**config.mk**
```make
export PLATFORM = sky130hd
export DESIGN_NAME = oled_frame_seq_flat
export DESIGN_NICKNAME = d
export VERILOG_FILES = /design/src/rtl/oled_frame_seq_if.sv /design/src/rtl/oled_frame_seq.sv /design/src/flat_wrapper.sv
export SDC_FILE = /design/constraint.sdc
export NUM_CORES = 1
export LEC_CHECK = 0
export BUFFER_PORTS_ARGS = -buffer_cell sky130_fd_sc_hd__buf_4
export CORE_MARGIN = 4
export CORE_UTILIZATION = 51
export CTS_CLUSTER_DIAMETER = 80
export DETAILED_ROUTE_END_ITERATION = 16
export GPL_TIMING_DRIVEN = 0
export PLACE_DENSITY = 0.81
export SETUP_SLACK_MARGIN = 0.1
export SYNTH_ARGS = -nofsm -noshare
export SYNTH_HDL_FRONTEND = slang
export SYNTH_SLANG_ARGS = --single-unit
```
**constraint.sdc**
```tcl
create_clock -name clk -period 2.7 [get_ports clk]
set_clock_uncertainty 0.2 [all_clocks]
set_input_delay 0 -clock clk [delete_from_list [all_inputs] [get_ports clk]]
set_output_delay 0 -clock clk [all_outputs]
set_load 0.01 [all_outputs]
```
**src/rtl/oled_frame_seq_if.sv**
```systemverilog
// Bundle of the frame sequencer's control, pixel-source and SPI panel signals.
// master = the sequencer itself, slave = the host/pixel source/panel side.
interface oled_frame_seq_if;
  logic        start;
  logic        busy;
  logic        done;
  logic        pix_ready;
  logic        pix_valid;
  logic [15:0] pix_data;
  logic [6:0]  pix_x;
  logic [5:0]  pix_y;
  logic        sclk;
  logic        mosi;
  logic        cs_n;
  logic        dc;

  modport master (
    input  start, pix_valid, pix_data,
    output busy, done, pix_ready, pix_x, pix_y, sclk, mosi, cs_n, dc
  );

  modport slave (
    output start, pix_valid, pix_data,
    input  busy, done, pix_ready, pix_x, pix_y, sclk, mosi, cs_n, dc
  );
endinterface

```
**src/rtl/oled_frame_seq.sv**
```systemverilog
// OLED frame sequencer: sends a column/row window command, then streams one
// RGB565 frame over SPI mode 3, pulling pixels through a valid/ready handshake.
module oled_frame_seq #(
  parameter int CLK_DIV = 4,
  parameter int H_PIX   = 96,
  parameter int V_PIX   = 64
) (
  input  logic             clk,
  input  logic             resetn,
  oled_frame_seq_if.master bus
);
  typedef enum logic [2:0] {IDLE, CMD, PIX_WAIT, PIX_HI, PIX_LO, CS_END, DONE} state_t;

  localparam logic [7:0] DIV_LAST = 8'(CLK_DIV - 1);
  localparam logic [6:0] X_LAST   = 7'(H_PIX - 1);
  localparam logic [5:0] Y_LAST   = 6'(V_PIX - 1);

  state_t      state_reg, state_next;
  logic [7:0]  div_cnt_reg;
  logic        phase_hi_reg;
  logic [2:0]  bit_cnt_reg;
  logic [2:0]  byte_cnt_reg;
  logic [7:0]  tx_byte_reg;
  logic        mosi_reg;
  logic [7:0]  pix_lo_reg;
  logic [6:0]  pix_x_reg;
  logic [5:0]  pix_y_reg;

  logic sending, div_last, bit_end, byte_end, last_pix;

  function automatic logic [7:0] cmd_byte(input logic [2:0] idx);
    case (idx)
      3'd0:    cmd_byte = 8'h15;
      3'd2:    cmd_byte = 8'(H_PIX - 1);
      3'd3:    cmd_byte = 8'h75;
      3'd5:    cmd_byte = 8'(V_PIX - 1);
      default: cmd_byte = 8'h00;
    endcase
  endfunction

  assign sending  = (state_reg == CMD) || (state_reg == PIX_HI) || (state_reg == PIX_LO);
  assign div_last = (div_cnt_reg == DIV_LAST);
  assign bit_end  = sending && phase_hi_reg && div_last;
  assign byte_end = bit_end && (bit_cnt_reg == 3'd7);
  assign last_pix = (pix_x_reg == X_LAST) && (pix_y_reg == Y_LAST);

  always_ff @(posedge clk or negedge resetn) begin
    if (!resetn) state_reg <= IDLE;
    else         state_reg <= state_next;
  end

  always_comb begin
    state_next = state_reg;
    case (state_reg)
      IDLE:     if (bus.start)     state_next = CMD;
      CMD:      if (byte_end && byte_cnt_reg == 3'd5) state_next = PIX_WAIT;
      PIX_WAIT: if (bus.pix_valid) state_next = PIX_HI;
      PIX_HI:   if (byte_end)      state_next = PIX_LO;
      PIX_LO:   if (byte_end)      state_next = last_pix ? CS_END : PIX_WAIT;
      CS_END:   if (div_last)      state_next = DONE;
      DONE:                        state_next = IDLE;
      default:                     state_next = IDLE;
    endcase
  end

  always_comb begin
    bus.busy      = 1'b0;
    bus.done      = 1'b0;
    bus.pix_ready = 1'b0;
    bus.cs_n      = 1'b1;
    bus.dc        = 1'b0;
    bus.sclk      = 1'b1;
    case (state_reg)
      CMD: begin
        bus.busy = 1'b1;
        bus.cs_n = 1'b0;
        bus.sclk = phase_hi_reg;
      end
      PIX_WAIT: begin
        bus.busy      = 1'b1;
        bus.cs_n      = 1'b0;
        bus.dc        = 1'b1;
        bus.pix_ready = 1'b1;
      end
      PIX_HI, PIX_LO: begin
        bus.busy = 1'b1;
        bus.cs_n = 1'b0;
        bus.dc   = 1'b1;
        bus.sclk = phase_hi_reg;
      end
      CS_END: begin
        bus.busy = 1'b1;
        bus.cs_n = 1'b0;
        bus.dc   = 1'b1;
      end
      DONE:    bus.done = 1'b1;
      default: ;
    endcase
  end

  assign bus.mosi  = mosi_reg;
  assign bus.pix_x = pix_x_reg;
  assign bus.pix_y = pix_y_reg;

  // Loading a byte presents its MSB immediately and keeps the remaining bits
  // in tx_byte_reg, so mosi only moves at the start of each sclk-low phase.
  always_ff @(posedge clk or negedge resetn) begin
    if (!resetn) begin
      div_cnt_reg  <= 8'd0;
      phase_hi_reg <= 1'b0;
      bit_cnt_reg  <= 3'd0;
      byte_cnt_reg <= 3'd0;
      tx_byte_reg  <= 8'd0;
      mosi_reg     <= 1'b0;
      pix_lo_reg   <= 8'd0;
      pix_x_reg    <= 7'd0;
      pix_y_reg    <= 6'd0;
    end else begin
      if (sending || state_reg == CS_END) div_cnt_reg <= div_last ? 8'd0 : div_cnt_reg + 8'd1;
      else                                div_cnt_reg <= 8'd0;

      if (!sending)      phase_hi_reg <= 1'b0;
      else if (div_last) phase_hi_reg <= ~phase_hi_reg;

      if (bit_end) bit_cnt_reg <= bit_cnt_reg + 3'd1;
      if (bit_end && bit_cnt_reg != 3'd7) begin
        mosi_reg    <= tx_byte_reg[7];
        tx_byte_reg <= {tx_byte_reg[6:0], 1'b0};
      end

      case (state_reg)
        IDLE: if (bus.start) begin
          byte_cnt_reg <= 3'd0;
          mosi_reg     <= cmd_byte(3'd0) >> 7;
          tx_byte_reg  <= cmd_byte(3'd0) << 1;
        end
        CMD: if (byte_end && byte_cnt_reg != 3'd5) begin
          byte_cnt_reg <= byte_cnt_reg + 3'd1;
          mosi_reg     <= cmd_byte(byte_cnt_reg + 3'd1) >> 7;
          tx_byte_reg  <= cmd_byte(byte_cnt_reg + 3'd1) << 1;
        end
        PIX_WAIT: if (bus.pix_valid) begin
          mosi_reg    <= bus.pix_data[15];
          tx_byte_reg <= {bus.pix_data[14:8], 1'b0};
          pix_lo_reg  <= bus.pix_data[7:0];
        end
        PIX_HI: if (byte_end) begin
          mosi_reg    <= pix_lo_reg[7];
          tx_byte_reg <= {pix_lo_reg[6:0], 1'b0};
        end
        PIX_LO: if (byte_end) begin
          if (last_pix) begin
            pix_x_reg <= 7'd0;
            pix_y_reg <= 6'd0;
          end else if (pix_x_reg == X_LAST) begin
            pix_x_reg <= 7'd0;
            pix_y_reg <= pix_y_reg + 6'd1;
          end else begin
            pix_x_reg <= pix_x_reg + 7'd1;
          end
        end
        default: ;
      endcase
    end
  end
endmodule

```
**src/flat_wrapper.sv**
```systemverilog
// flat-port wrapper written by rule: the top's interface ports become plain ports
module oled_frame_seq_flat 
#(
  parameter int CLK_DIV = 4,
  parameter int H_PIX   = 96,
  parameter int V_PIX   = 64
)
  (clk, resetn, bus_start, bus_pix_valid, bus_pix_data, bus_busy, bus_done, bus_pix_ready, bus_pix_x, bus_pix_y, bus_sclk, bus_mosi, bus_cs_n, bus_dc);
  oled_frame_seq_if bus_i ();
  input  logic clk;
  input  logic resetn;
  input wire logic [$bits(bus_i.start)-1:0] bus_start;
  input wire logic [$bits(bus_i.pix_valid)-1:0] bus_pix_valid;
  input wire logic [$bits(bus_i.pix_data)-1:0] bus_pix_data;
  output wire logic [$bits(bus_i.busy)-1:0] bus_busy;
  output wire logic [$bits(bus_i.done)-1:0] bus_done;
  output wire logic [$bits(bus_i.pix_ready)-1:0] bus_pix_ready;
  output wire logic [$bits(bus_i.pix_x)-1:0] bus_pix_x;
  output wire logic [$bits(bus_i.pix_y)-1:0] bus_pix_y;
  output wire logic [$bits(bus_i.sclk)-1:0] bus_sclk;
  output wire logic [$bits(bus_i.mosi)-1:0] bus_mosi;
  output wire logic [$bits(bus_i.cs_n)-1:0] bus_cs_n;
  output wire logic [$bits(bus_i.dc)-1:0] bus_dc;
  assign bus_i.start = bus_start;
  assign bus_i.pix_valid = bus_pix_valid;
  assign bus_i.pix_data = bus_pix_data;
  assign bus_busy = bus_i.busy;
  assign bus_done = bus_i.done;
  assign bus_pix_ready = bus_i.pix_ready;
  assign bus_pix_x = bus_i.pix_x;
  assign bus_pix_y = bus_i.pix_y;
  assign bus_sclk = bus_i.sclk;
  assign bus_mosi = bus_i.mosi;
  assign bus_cs_n = bus_i.cs_n;
  assign bus_dc = bus_i.dc;
  oled_frame_seq #(.CLK_DIV(CLK_DIV), .H_PIX(H_PIX), .V_PIX(V_PIX)) u_core (.clk(clk), .resetn(resetn), .bus(bus_i));
endmodule
```
==> impl_summary.log, run 1 <==
INFO  metric syn_std_cell_area = approximately 0.0027 sq mm
INFO  metric crit_chain = or4_4 -> buf_4 -> nor3_2 -> nand2_1 -> o41ai_1
INFO  metric number_of_cell_rows = 26
INFO  metric synthArstFlopShare = 1.00
INFO  metric final_min_period_over_clock_period = 0.972
INFO  metric ys_ff_latch = 48
INFO  metric grt_pass1_vias = 2277
INFO  metric clk_pin_slew_worst_paths = 0.09 ns
INFO  metric ys.warnings.count = 0
INFO  metric number_of_instances_in_the_placed_design = between 300 and 400
INFO  metric final_count_of_negative_setup_slack_endpoints = 0
INFO  metric timing.final.crit_period = 2.62 ns
INFO  metric layout.cells.most_common_list = sky130_fd_sc_hd__buf_4 (50), sky130_fd_sc_hd__dfrtp_1 (48), sky130_fd_sc_hd__nor2_1 (21)
INFO  metric place_ws = -0.0307 ns
INFO  metric clock_tree_from_tritoncts = done
INFO  metric grt_max_degree = a little under 50
INFO  metric hold_ws = about 0.046 ns
INFO  metric flow.area_growth_from_synthesis = 30.3%
INFO  metric number_of_maximum_capacitance_constraint_violations = 0
INFO  metric ios = 40
INFO  metric cp_slowest_cell = sky130_fd_sc_hd__or4_4
INFO  metric critical_path_required = 2.70 ns
INFO  metric grt_usage = 0.200
INFO  metric cts.htree.levels = 2
INFO  metric final.setup.worst_slack = about 0.076 ns
INFO  metric number_of_antenna_violations_at_the_first_check_in_global_routing = 0
INFO  metric finalWeightedCongestion = 0.892
INFO  metric rsz0062_at_grt = true
INFO  metric regArea = about 0.0012 sq mm
INFO  metric floorplan.die.height = 80.8 um
INFO  metric outcome = complete, no violations
INFO  metric avgRoutedWirePerCell = 14.9 um
INFO  metric drt-pass1-iter-count = 4
INFO  metric synthDistinctLibCells = slightly above 50
INFO  metric grt_pass1_wl = around 10000 um
INFO  metric max_slew_margin = 0.433
INFO  metric cts.sink_count = 48
INFO  metric final_max_slew_viol_count = 0
INFO  metric fraction_of_final_layout_cells_with_drive_strength_greater_than_1 = 0.278
INFO  metric hold_violations = 0
INFO  metric fillCellCount = 369
INFO  metric synth-edff-count = 0
INFO  metric critical_path.endpoint_type = flip-flop
INFO  metric buffer_ports.inserted = 39
INFO  metric worst_ir_drop_vdd = approximately 440 uV
INFO  metric worstHoldPathType = input port to async pin
INFO  metric hpwlAfterDp = about 4200 um
INFO  metric synth_cells = between 200 and 300
INFO  metric seq_area_frac_synth = 0.445
INFO  metric global_route.overflow_total = 0
INFO  metric routed-via-count = ~2.3k
INFO  metric pin_slew_with_the_least_headroom_to_its_limit = ~0.84 ns
INFO  metric area_of_the_core = slightly above 0.005 sq mm
INFO  metric cp-startpoint = u_core.div_cnt_reg[3]
INFO  metric detail-route-antenna-nets = 0
INFO  metric routed_wirelength = 6080 um
INFO  metric max_freq = ~0.38 GHz
INFO  metric static-leakage-power = ~1.6 nW
INFO  metric total_area_of_multi_input_combinational_cells = ~0.0015 sq mm
INFO  metric worst_skew_pair.late_latency = about 0.30 ns
INFO  metric crit-reg2reg-launch = u_core.div_cnt_reg[3]
INFO  metric layout.cells.non_filler = roughly 400
INFO  metric worst_path_largest_cell_delay = around 0.54 ns
INFO  metric critical_path.startpoint_type = flip-flop
INFO  metric worstPathMaxFanout = 9
INFO  metric pwr_density_cell = between 700 and 800 mW/mm^2
INFO  metric fin_nets = 370
INFO  metric final_common_cell = sky130_fd_sc_hd__buf_4
INFO  metric antenna-diode-count = 0
INFO  metric floorplan.initialDensity = 0.529
INFO  metric post-route-drc-count = 0
INFO  metric fp.dieArea = 0.00652 sq mm
INFO  metric critPathArrivalTime = approximately 2.6 ns
INFO  metric cp_buf_inv_count = 1
INFO  metric worst_path_dominant_cell_family = simple AND/OR/NAND/NOR gates
INFO  metric nets_in_the_synthesized_netlist = about 300
INFO  metric ctsLongestPathBuffers = 2
INFO  metric vias_per_cell = approximately 5.6
INFO  metric synth_top_flop_cell = sky130_fd_sc_hd__dfrtp_1
INFO  metric reg2reg_to = u_core.bus.pix_y[5]
INFO  metric rrSetupSlack = about 0.076 ns
INFO  metric fp.dieW = 80.8 um
INFO  metric reg2reg_path_depth = 5
INFO  metric worst-setup-path-type = flip-flop to flip-flop
INFO  metric detailedRoute.firstIterationViolations = 106
INFO  metric cts_made_buffers = 5
INFO  metric syn_area_per_cell = approximately 10 sq um
INFO  metric cts_root_buf = sky130_fd_sc_hd__clkbuf_8
-- through the flow --
step / power, W / TNS [ns] / instance area (sq um) / util
2_1_floorplan: 0.00172 / 0 / 2700 / -
3_3_place_gp: 0.00200 / -0.0161 / 3080 / 0.603
3_5_place_dp: 0.00204 / -0.0636 / 3080 / 0.603
4_1_cts: 0.00254 / 0 / 3430 / 0.671
5_1_grt: 0.00276 / -0.0684 / 3520 / 0.689
6_report: 0.00258 / 0 / 3520 / 0.689
-- Yosys cell counts, drive strengths merged (2+ instances only) --
| cell type | number | area share |
|---|---|---|
| a21oi | 5 | 0.0093 |
| a221oi | 5 | 0.016 |
| a22o | 2 | 0.0065 |
| and2 | 2 | 0.0046 |
| and3 | 5 | 0.012 |
| buf | 2 | 0.0037 |
| clkbuf | 7 | 0.0097 |
| dfrtp | 48 | 0.44 |
| ha | 13 | 0.060 |
| inv | 10 | 0.014 |
| mux2 | 14 | 0.058 |
| mux2i | 11 | 0.041 |
| nand2 | 17 | 0.024 |
| nand2b | 6 | 0.014 |
| nand3 | 10 | 0.019 |
| nand3b | 2 | 0.0056 |
| nand4 | 2 | 0.0046 |
| nor2 | 23 | 0.035 |
| nor3 | 5 | 0.011 |
| nor3b | 3 | 0.0083 |
| nor4 | 4 | 0.012 |
| o2111ai | 3 | 0.0097 |
| o211ai | 2 | 0.0056 |
| o21ai | 14 | 0.026 |
| o22ai | 10 | 0.023 |
| o31ai | 3 | 0.0083 |
| or3 | 3 | 0.0070 |
| xnor2 | 9 | 0.029 |
| xor2 | 4 | 0.013 |
-- report_power, final --
group	switching, W	internal (W)	total [W]	leakage (nW)
combinational	0.000637	0.000528	0.00117	0.886
sequential	0.0000985	0.000875	0.000973	0.642
clock	0.000234	0.000208	0.000443	0.0445
-- per-layer routing --
metal | wire (um) | up-vias | GRT usage | share of wire
met1 | 2760 | 1098 | 0.256 | 0.45
met4 | 102 | 0 | 0.0777 | 0.017
met2 | 2990 | 53 | 0.341 | 0.49
li1 | - | 1112 | - | -
met5 | 0 | - | 0 | 0
met3 | 227 | 9 | 0.0288 | 0.037
-- worst reg2reg max path, cell delays in order (launching register included) --
cell and delay [ns]:
sky130_fd_sc_hd__dfrtp_1 0.40, sky130_fd_sc_hd__or4_4 0.54, sky130_fd_sc_hd__buf_4 0.17, sky130_fd_sc_hd__nor3_2 0.50, sky130_fd_sc_hd__nand2_1 0.33, sky130_fd_sc_hd__o41ai_1 0.39
-- worst max-delay path by stage --
stage                            endpoint  slack (ns)  cells after the start
CTS                  u_core.pix_lo_reg[5]        0.11                      6
floorplan           u_core.tx_byte_reg[5]        0.15                      7
detailed placement  u_core.tx_byte_reg[5]       -0.03                      7
global placement    u_core.tx_byte_reg[5]       -0.02                      7
global route          u_core.bus.pix_y[5]       -0.03                      5
finish                u_core.bus.pix_y[5]        0.08                      5
-- logic make-up (layout without fill, tap and decap cells) --
| family | count (synthesis) | in the layout | share of synthesized area |
|---|---|---|---|
| AND/OR/NAND/NOR | 88 | 88 | 0.174 |
| flip-flops | 48 | 48 | 0.445 |
| buffers and inverters | 19 | 95 | 0.0273 |
| AO/OA/AOI/OAI | 56 | 56 | 0.152 |
| XOR/XNOR | 13 | 13 | 0.0422 |
| multiplexers | 25 | 25 | 0.0992 |
| adder cells (fa/ha/maj) | 13 | 13 | 0.0602 |
-- area by class of cell --
type / count / area share
repair buffers: 68 / 0.159
flip-flops and latches: 48 / 0.341
inverters: 10 / 0.0107
clock buffers: 7 / 0.0245
plain buffers: 9 / 0.0139
well taps: 70 / 0.0249
clock inverters: 1 / 0.00213
multi-input cells: 195 / 0.424
-- timing repair --
item	in CTS	in global routing
hold endpoints to repair	67	0
pin swaps	7	5
setup endpoints to repair	9	20
hold buffers	19	0
gates resized for setup	7	18
setup buffers	5	5
Power figures use the tool's default switching activity.
==> run 2, diff against run 1 <==
--- a/config.mk
+++ b/config.mk
@@ -7,5 +7,6 @@
 export LEC_CHECK = 0
+export ABC_CLOCK_PERIOD_IN_PS = 2800
 export BUFFER_PORTS_ARGS = -buffer_cell sky130_fd_sc_hd__buf_4
 export CORE_MARGIN = 4
-export CORE_UTILIZATION = 51
+export CORE_UTILIZATION = 57
 export CTS_CLUSTER_DIAMETER = 80
@@ -13,3 +14,3 @@
 export GPL_TIMING_DRIVEN = 0
-export PLACE_DENSITY = 0.81
+export PLACE_DENSITY = 0.86
 export SETUP_SLACK_MARGIN = 0.1
==> constraint.sdc (replaced) <==
create_clock -name clk -period 2.8 [get_ports clk]
set_clock_uncertainty 0.2 [all_clocks]
set_input_delay 0.28 -clock clk [delete_from_list [all_inputs] [get_ports clk]]
set_output_delay 0.28 -clock clk [all_outputs]
set_load 0.01 [all_outputs]
==> run 2 against run 1 <==
Against the previous run: core utilization grew 5.4 points; global-route usage grew 1.1 points; cell count shrank 8.1%; die area shrank 9.5%; largest cell class unchanged; combinational power shrank 7%; clock power grew 17%; critical endpoint is now u_core.tx_byte_reg[1]; power shrank 1.7%; first-iteration DRC count grew 46%.
==> impl_summary.log, run 2 (synthesis results as in run 1) <==
INFO  metric outcome = complete, no violations
INFO  metric area_of_the_core = 0.00447 sq mm (-12%)
INFO  metric grt_pass1_wl = 10100 um (-0.14%)
INFO  metric cts_root_buf = sky130_fd_sc_hd__clkbuf_8
INFO  metric critical_path.endpoint_type = flip-flop
INFO  metric critical_path.startpoint_type = flip-flop
INFO  metric worst_path_largest_cell_delay = 0.52 ns (-0.02 ns)
INFO  metric max_freq = 0.379 GHz (-0.47%)
INFO  metric number_of_antenna_violations_at_the_first_check_in_global_routing = 0 (unchanged)
INFO  metric clkPwrFrac = 0.205 (+0.034)
INFO  metric avgRoutedWirePerCell = 15.9 um (+6.4%)
INFO  metric worstPathMaxFanout = 6 (-3)
INFO  metric final_max_slew_viol_count = 0 (unchanged)
INFO  metric final_min_period_over_clock_period = 0.942 (-0.0303)
INFO  metric floorplan.initialDensity = 0.603 (+0.0748)
INFO  metric grt_usage = 0.211 (+0.0111)
INFO  metric hold_violations = 0 (unchanged)
INFO  metric min_from = bus_pix_data[0]
INFO  metric grt_pass1_vias = 2062 (-9.4%)
INFO  metric post-layout-total-power = 0.00254 W (-1.7%)
INFO  metric fp.dieArea = 0.00590 sq mm (-9.5%)
INFO  metric layout.cells.most_common_list = sky130_fd_sc_hd__dfrtp_1 (48), sky130_fd_sc_hd__buf_4 (46), sky130_fd_sc_hd__nor2_1 (22)
INFO  metric antenna-diode-count = 0 (unchanged)
INFO  metric flow.area_growth_from_synthesis = 23.1%
INFO  metric post-route-drc-count = 0 (unchanged)
INFO  metric worstHoldPathType = input port to flip-flop
INFO  metric p_sw_frac = 0.369 (-0.00639)
INFO  metric hpwlAfterDp = 4200 um (about the same)
INFO  metric clk_pin_slew_worst_paths = 0.09 ns (about the same)
INFO  metric min_delay_path_depth = 2
INFO  metric power_frac_seq = 0.368 (-0.009)
INFO  metric switchingPower = 0.000938 W (-3.3%)
INFO  metric finalWeightedCongestion = 0.823 (-7.7%)
INFO  metric grt_max_degree = 49 (unchanged)
INFO  metric critical_path_required = 2.84 ns (+0.14 ns)
INFO  metric p_comb_frac = 0.428 (-0.023)
INFO  metric ios = 40 (unchanged)
INFO  metric timing.final.crit_period = 2.64 ns (+0.0123 ns)
INFO  metric fraction_of_final_layout_cells_with_drive_strength_greater_than_1 = 0.257 (-0.0211)
INFO  metric rrSetupSlack = 0.16 ns (+0.09 ns)
INFO  metric final_count_of_negative_setup_slack_endpoints = 0 (unchanged)
INFO  metric routed-via-count = 2215 (-2.5%)
INFO  metric reg2reg_path_depth = 7 (+2)
INFO  metric p_int = 0.00160 W (-0.66%)
INFO  metric crit-reg2reg-launch = u_core.div_cnt_reg[0]
INFO  metric critPathArrivalTime = 2.67 ns (+0.05 ns)
INFO  metric number_of_cell_rows = 24 (-7.7%)
INFO  metric drt-pass1-iter-count = 4 (unchanged)
INFO  metric place_ws = 0.0442 ns (+0.0748 ns)
INFO  metric final_common_cell = sky130_fd_sc_hd__dfrtp_1
INFO  metric number_of_instances_in_the_placed_design = 353 (-4.9%)
INFO  metric layout.cells.non_filler = 375 (-8.1%)
INFO  metric cts.sink_count = 48 (unchanged)
INFO  metric rsz0062_at_grt = true
INFO  metric pin_slew_with_the_least_headroom_to_its_limit = 0.877 ns (+0.0349 ns)
INFO  metric tns = 0 ns (unchanged)
INFO  metric reg2reg_to = u_core.tx_byte_reg[1]
INFO  metric worst_skew_pair.late_latency = 0.31 ns (about the same)
INFO  metric floorplan.die.height = 76.8 um (-4.9%)
INFO  metric routed_wirelength = 5950 um (-2.2%)
INFO  metric static-leakage-power = 1.50 nW (-4.8%)
INFO  metric fillCellCount = 333 (-9.8%)
INFO  metric number_of_maximum_capacitance_constraint_violations = 0 (unchanged)
INFO  metric clock_tree_from_tritoncts = done
INFO  metric crit_chain = ha_2 -> or3b_4 -> or3_4 -> buf_4 -> o31ai_1 -> a221oi_1 -> o22ai_1
INFO  metric cts.htree.levels = 2 (unchanged)
INFO  metric detail-route-antenna-nets = 0 (unchanged)
INFO  metric detailedRoute.firstIterationViolations = 155 (+46%)
INFO  metric fp.dieW = 76.8 um (-4.9%)
INFO  metric pwr_density_cell = 764 mW/mm^2 (+4.1%)
INFO  metric end_of_the_worst_hold_path = u_core.pix_lo_reg[0]
INFO  metric buffer_ports.inserted = 39 (unchanged)
INFO  metric global_route.overflow_total = 0 (unchanged)
INFO  metric worst_ir_drop_vdd = 609 uV (+37%)
INFO  metric vias_per_cell = 5.91 (+6.1%)
INFO  metric ctsLongestPathBuffers = 2 (unchanged)
INFO  metric hold_ws = 0.00515 ns (-0.0410 ns)
INFO  metric cts_made_buffers = 5 (unchanged)
INFO  metric worst-setup-path-type = flip-flop to flip-flop
INFO  metric fin_nets = 355 (-4.1%)
INFO  metric final.setup.worst_slack = 0.163 ns (+0.0877 ns)
INFO  metric max_slew_margin = 0.410 (-0.0235)
INFO  metric cp_slowest_cell = sky130_fd_sc_hd__o31ai_1
-- run 2: how the worst max path moves through the flow --
stage,start,cells past startpoint,to,slack [ns]
floorplan,u_core.div_cnt_reg[0],7,u_core.tx_byte_reg[5],0.25
finish,u_core.div_cnt_reg[0],7,u_core.tx_byte_reg[1],0.16
detailed placement,u_core.div_cnt_reg[0],7,u_core.tx_byte_reg[5],0.04
global route,u_core.div_cnt_reg[1],7,u_core.tx_byte_reg[1],0.08
CTS,u_core.div_cnt_reg[3],6,u_core.tx_byte_reg[5],0.11
global placement,u_core.div_cnt_reg[0],7,u_core.tx_byte_reg[5],0.07
-- run 2: timing repair --
item,in CTS,in global routing
setup endpoints to repair,3,13
gates resized for setup,2,7
setup buffers,3,3
pin swaps,1,4
endpoints found under the hold margin,55,0
hold buffers,8,0
-- run 2: stage by stage --
step	utilization	cell area, sq um
6_report	0.743	3320
3_5_place_dp	0.683	3060
5_1_grt	0.743	3320
3_3_place_gp	0.683	3060
4_1_cts	0.733	3280
2_1_floorplan	-	2700
-- run 2: cell type report --
class,instances,area (sq um),area share
well taps,52,65.1,0.0196
flip-flops and latches,48,1200,0.361
clock buffers,5,68.8,0.0207
multi-input cells,195,1450,0.435
inverters,10,37.5,0.0113
clock inverters,3,46.3,0.0139
plain buffers,9,40.0,0.0120
repair buffers,53,418,0.126
-- run 2: worst max-delay path: cells and delay by family, from the launching register on --
| family | cells | cell delay (ns) |
|---|---|---|
| fa+ha+maj | 1 | 0.22 |
| simple gates | 2 | 0.79 |
| buf+inv | 1 | 0.16 |
| flops | 1 | 0.37 |
| compound gates | 3 | 0.82 |
-- run 2: power groups by stage --
stage               Combinational (W)  Sequential (W)  Clock, W
global placement             0.000990        0.000939         0
floorplan                    0.000733        0.000924         0
CTS                           0.00105        0.000932  0.000529
global route                  0.00118        0.000953  0.000568
detailed placement            0.00102        0.000948         0
finish                        0.00109        0.000933  0.000520
-- run 2: metal layers --
layer  track usage  up-vias  wire length, um
met5             0        -                0
met4        0.0489        0               42
met3        0.0433        4              278
met2         0.343       53             2790
met1         0.289     1077             2830
li1              -     1081                -
==> run 3, diff against run 2 <==
Settings changed: CORE_ASPECT_RATIO set to 1.4, MAX_ROUTING_LAYER set to met4.
==> run 3 against run 2 <==
Against the previous run: the run now ends with negative hold slack left; combinational power about the same; register-to-register slack worse by 0.03 ns; final area is 1.1% higher; via count up 5.2%; critical path depth did not move; critical endpoint is now u_core.tx_byte_reg[3].
==> impl_summary.log, run 3 (synthesis results as in run 1) <==
INFO  metric grt_pass1_vias = 2330 (+13%)
INFO  metric timing.final.crit_period = 2.66 ns (+0.0282 ns)
INFO  metric fillCellCount = 335 (+0.60%)
INFO  metric buffer_ports.inserted = 39 (unchanged)
INFO  metric floorplan.die.height = 89.4 um (+16%)
INFO  metric fin_nets = 353 (-0.56%)
INFO  metric fp.dieArea = 0.00592 sq mm (+0.27%)
INFO  metric cp-startpoint = u_core.div_cnt_reg[0]
INFO  metric max_slew_margin = 0.397 (-0.0132)
INFO  metric worstHoldPathType = input port to flip-flop
INFO  metric hold_ws = -0.00391 ns (-0.00905 ns)
INFO  metric cts.sink_count = 48 (unchanged)
INFO  metric number_of_maximum_capacitance_constraint_violations = 0 (unchanged)
INFO  metric clkPwrFrac = 0.229 (+0.024)
INFO  metric worst_ir_drop_vdd = 470 uV (-23%)
INFO  metric worst_skew_pair.late_latency = 0.31 ns (about the same)
INFO  metric floorplan.initialDensity = 0.591 (-0.0129)
INFO  metric final_count_of_negative_setup_slack_endpoints = 0 (unchanged)
INFO  metric rrSetupSlack = 0.14 ns (-0.03 ns)
INFO  metric worst-setup-path-type = flip-flop to flip-flop
INFO  metric clk_pin_slew_worst_paths = 0.10 ns (about the same)
INFO  metric critical_path.endpoint_type = flip-flop
INFO  metric pwr_density_cell = 795 mW/mm^2 (+4.1%)
INFO  metric flow.area_growth_from_synthesis = 24.5%
INFO  metric hold_violations = 2 (+2)
INFO  metric clock_tree_from_tritoncts = done
INFO  metric grt_usage = 0.242 (+0.0309)
INFO  metric drt-pass1-iter-count = 4 (unchanged)
INFO  metric fp.dieW = 66.2 um (-14%)
INFO  metric global_route.overflow_total = 0 (unchanged)
INFO  metric fraction_of_final_layout_cells_with_drive_strength_greater_than_1 = 0.268 (+0.0109)
INFO  metric min_from = bus_pix_data[0]
INFO  metric cts_made_buffers = 5 (unchanged)
INFO  metric p_sw_frac = 0.364 (-0.00553)
INFO  metric hpwlAfterDp = 4420 um (+5.3%)
INFO  metric critical_path.startpoint_type = flip-flop
INFO  metric critical_path_required = 2.79 ns (-0.05 ns)
INFO  metric cts.htree.levels = 2 (unchanged)
INFO  metric layout.cells.most_common_list = sky130_fd_sc_hd__dfrtp_1 (46), sky130_fd_sc_hd__buf_4 (45), sky130_fd_sc_hd__nor2_1 (22)
INFO  metric min_delay_path_depth = 2 (unchanged)
INFO  metric cts_root_buf = sky130_fd_sc_hd__clkbuf_8
INFO  metric ctsLongestPathBuffers = 2 (unchanged)
INFO  metric power_frac_seq = 0.357 (-0.011)
INFO  metric post-route-drc-count = 0 (unchanged)
INFO  metric cp_slowest_cell = sky130_fd_sc_hd__dfrtp_1
INFO  metric failed_checks = negative hold slack
INFO  metric end_of_the_worst_hold_path = u_core.pix_lo_reg[0]
INFO  metric final_min_period_over_clock_period = 0.952 (+0.0101)
INFO  metric final_common_cell = sky130_fd_sc_hd__dfrtp_1
INFO  metric routed_wirelength = 6620 um (+11%)
INFO  metric static-leakage-power = 1.51 nW (+0.60%)
INFO  metric switchingPower = 0.000972 W (+3.7%)
INFO  metric antenna-diode-count = 0 (unchanged)
INFO  metric worstPathMaxFanout = 6 (unchanged)
INFO  metric routed-via-count = 2330 (+5.2%)
INFO  metric crit-reg2reg-launch = u_core.div_cnt_reg[0]
INFO  metric avgRoutedWirePerCell = 17.3 um (+9.0%)
INFO  metric detailedRoute.firstIterationViolations = 201 (+30%)
INFO  metric max_freq = 0.375 GHz (-1.1%)
INFO  metric reg2reg_to = u_core.tx_byte_reg[3]
INFO  metric post-layout-total-power = 0.00267 W (+5.3%)
INFO  metric grt_max_degree = 49 (unchanged)
INFO  metric rsz0062_at_grt = true
INFO  metric finalWeightedCongestion = 0.846 (+2.8%)
INFO  metric ios = 40 (unchanged)
INFO  metric vias_per_cell = 6.08 (+3.0%)
INFO  metric number_of_cell_rows = 29 (+21%)
INFO  metric worst_path_largest_cell_delay = 0.43 ns (-0.09 ns)
INFO  metric critPathArrivalTime = 2.66 ns (about the same)
INFO  metric pin_slew_with_the_least_headroom_to_its_limit = 0.897 ns (+0.0196 ns)
INFO  metric reg2reg_path_depth = 7 (unchanged)
INFO  metric area_of_the_core = 0.00457 sq mm (+2.2%)
INFO  metric grt_pass1_wl = 10700 um (+6.1%)
INFO  metric final_max_slew_viol_count = 0 (unchanged)
INFO  metric outcome = complete, but fails checks
INFO  metric crit_chain = ha_4 -> or3b_4 -> or3_1 -> buf_6 -> o32a_4 -> a211oi_4 -> o22ai_2
INFO  metric detail-route-antenna-nets = 0 (unchanged)
INFO  metric number_of_antenna_violations_at_the_first_check_in_global_routing = 0 (unchanged)
INFO  metric tns = 0 ns (unchanged)
INFO  metric p_int = 0.00170 W (+6.2%)
INFO  metric p_comb_frac = 0.414 (-0.014)
[run 3: power groups by stage]
stage / clock network [W] / logic (W) / registers, W
after global placement: 0 / 0.000988 / 0.000941
after floorplan: 0 / 0.000733 / 0.000924
after detailed placement: 0 / 0.00101 / 0.000953
final: 0.000612 / 0.00111 / 0.000954
after CTS: 0.000615 / 0.00103 / 0.000939
after global routing: 0.000649 / 0.00121 / 0.000966
[run 3: worst max path at each step]
stage / to / slack (ns) / cells after the start
global placement: u_core.tx_byte_reg[5] / 0.09 / 7
finish: u_core.tx_byte_reg[3] / 0.14 / 7
CTS: u_core.tx_byte_reg[5] / 0.13 / 6
floorplan: u_core.tx_byte_reg[5] / 0.25 / 7
global route: u_core.tx_byte_reg[3] / 0.06 / 7
detailed placement: u_core.tx_byte_reg[3] / 0.07 / 7
[run 3: metrics by stage]
step                      utilization  area [sq um]  setup WS [ns]  hold slack [ns]  std cells
after global routing            0.735          3360         0.0582         -0.00456        383
after detailed placement        0.672          3070         0.0673            0.127        363
after global placement          0.672          3070         0.0903            0.126        363
after CTS                       0.710          3250          0.132         0.000749        374
final                           0.735          3360          0.135         -0.00391        383
after floorplan                     -          2700          0.254           -0.216        262
[run 3: cell type report]
cell class | instances | area [sq um] | share of cell area
repair buffers | 51 | 398 | 0.118
clock inverters | 3 | 68.8 | 0.0205
flip-flops and latches | 48 | 1200 | 0.358
plain buffers | 9 | 43.8 | 0.0130
multi-input cells | 195 | 1460 | 0.435
inverters | 10 | 37.5 | 0.0112
well taps | 62 | 77.6 | 0.0231
clock buffers | 5 | 68.8 | 0.0205
[run 3: timing repair]
action | in CTS | in global routing
hold buffers | 3 | 3
hold endpoints to repair | 50 | 3
resized for setup | 2 | 13
setup buffers | 0 | 6
endpoints found under the setup margin | 3 | 15
pin swaps | 0 | 7
[run 3: routing by layer]
metal | up-vias | track usage | wire (um)
met5 | - | - | 0
met4 | 0 | 0.0998 | 233
met3 | 20 | 0.0352 | 259
met2 | 80 | 0.440 | 3520
met1 | 1153 | 0.259 | 2610
li1 | 1077 | - | -
[run 3: critical path, delay by kind of cell, from the launching register on]
kind | cells | cell delay (ns)
AOI/OAI and AO/OA | 3 | 0.79
adders and majority gates | 1 | 0.17
buffers and inverters | 1 | 0.15
DFF | 1 | 0.43
and+or+nand+nor | 2 | 0.81
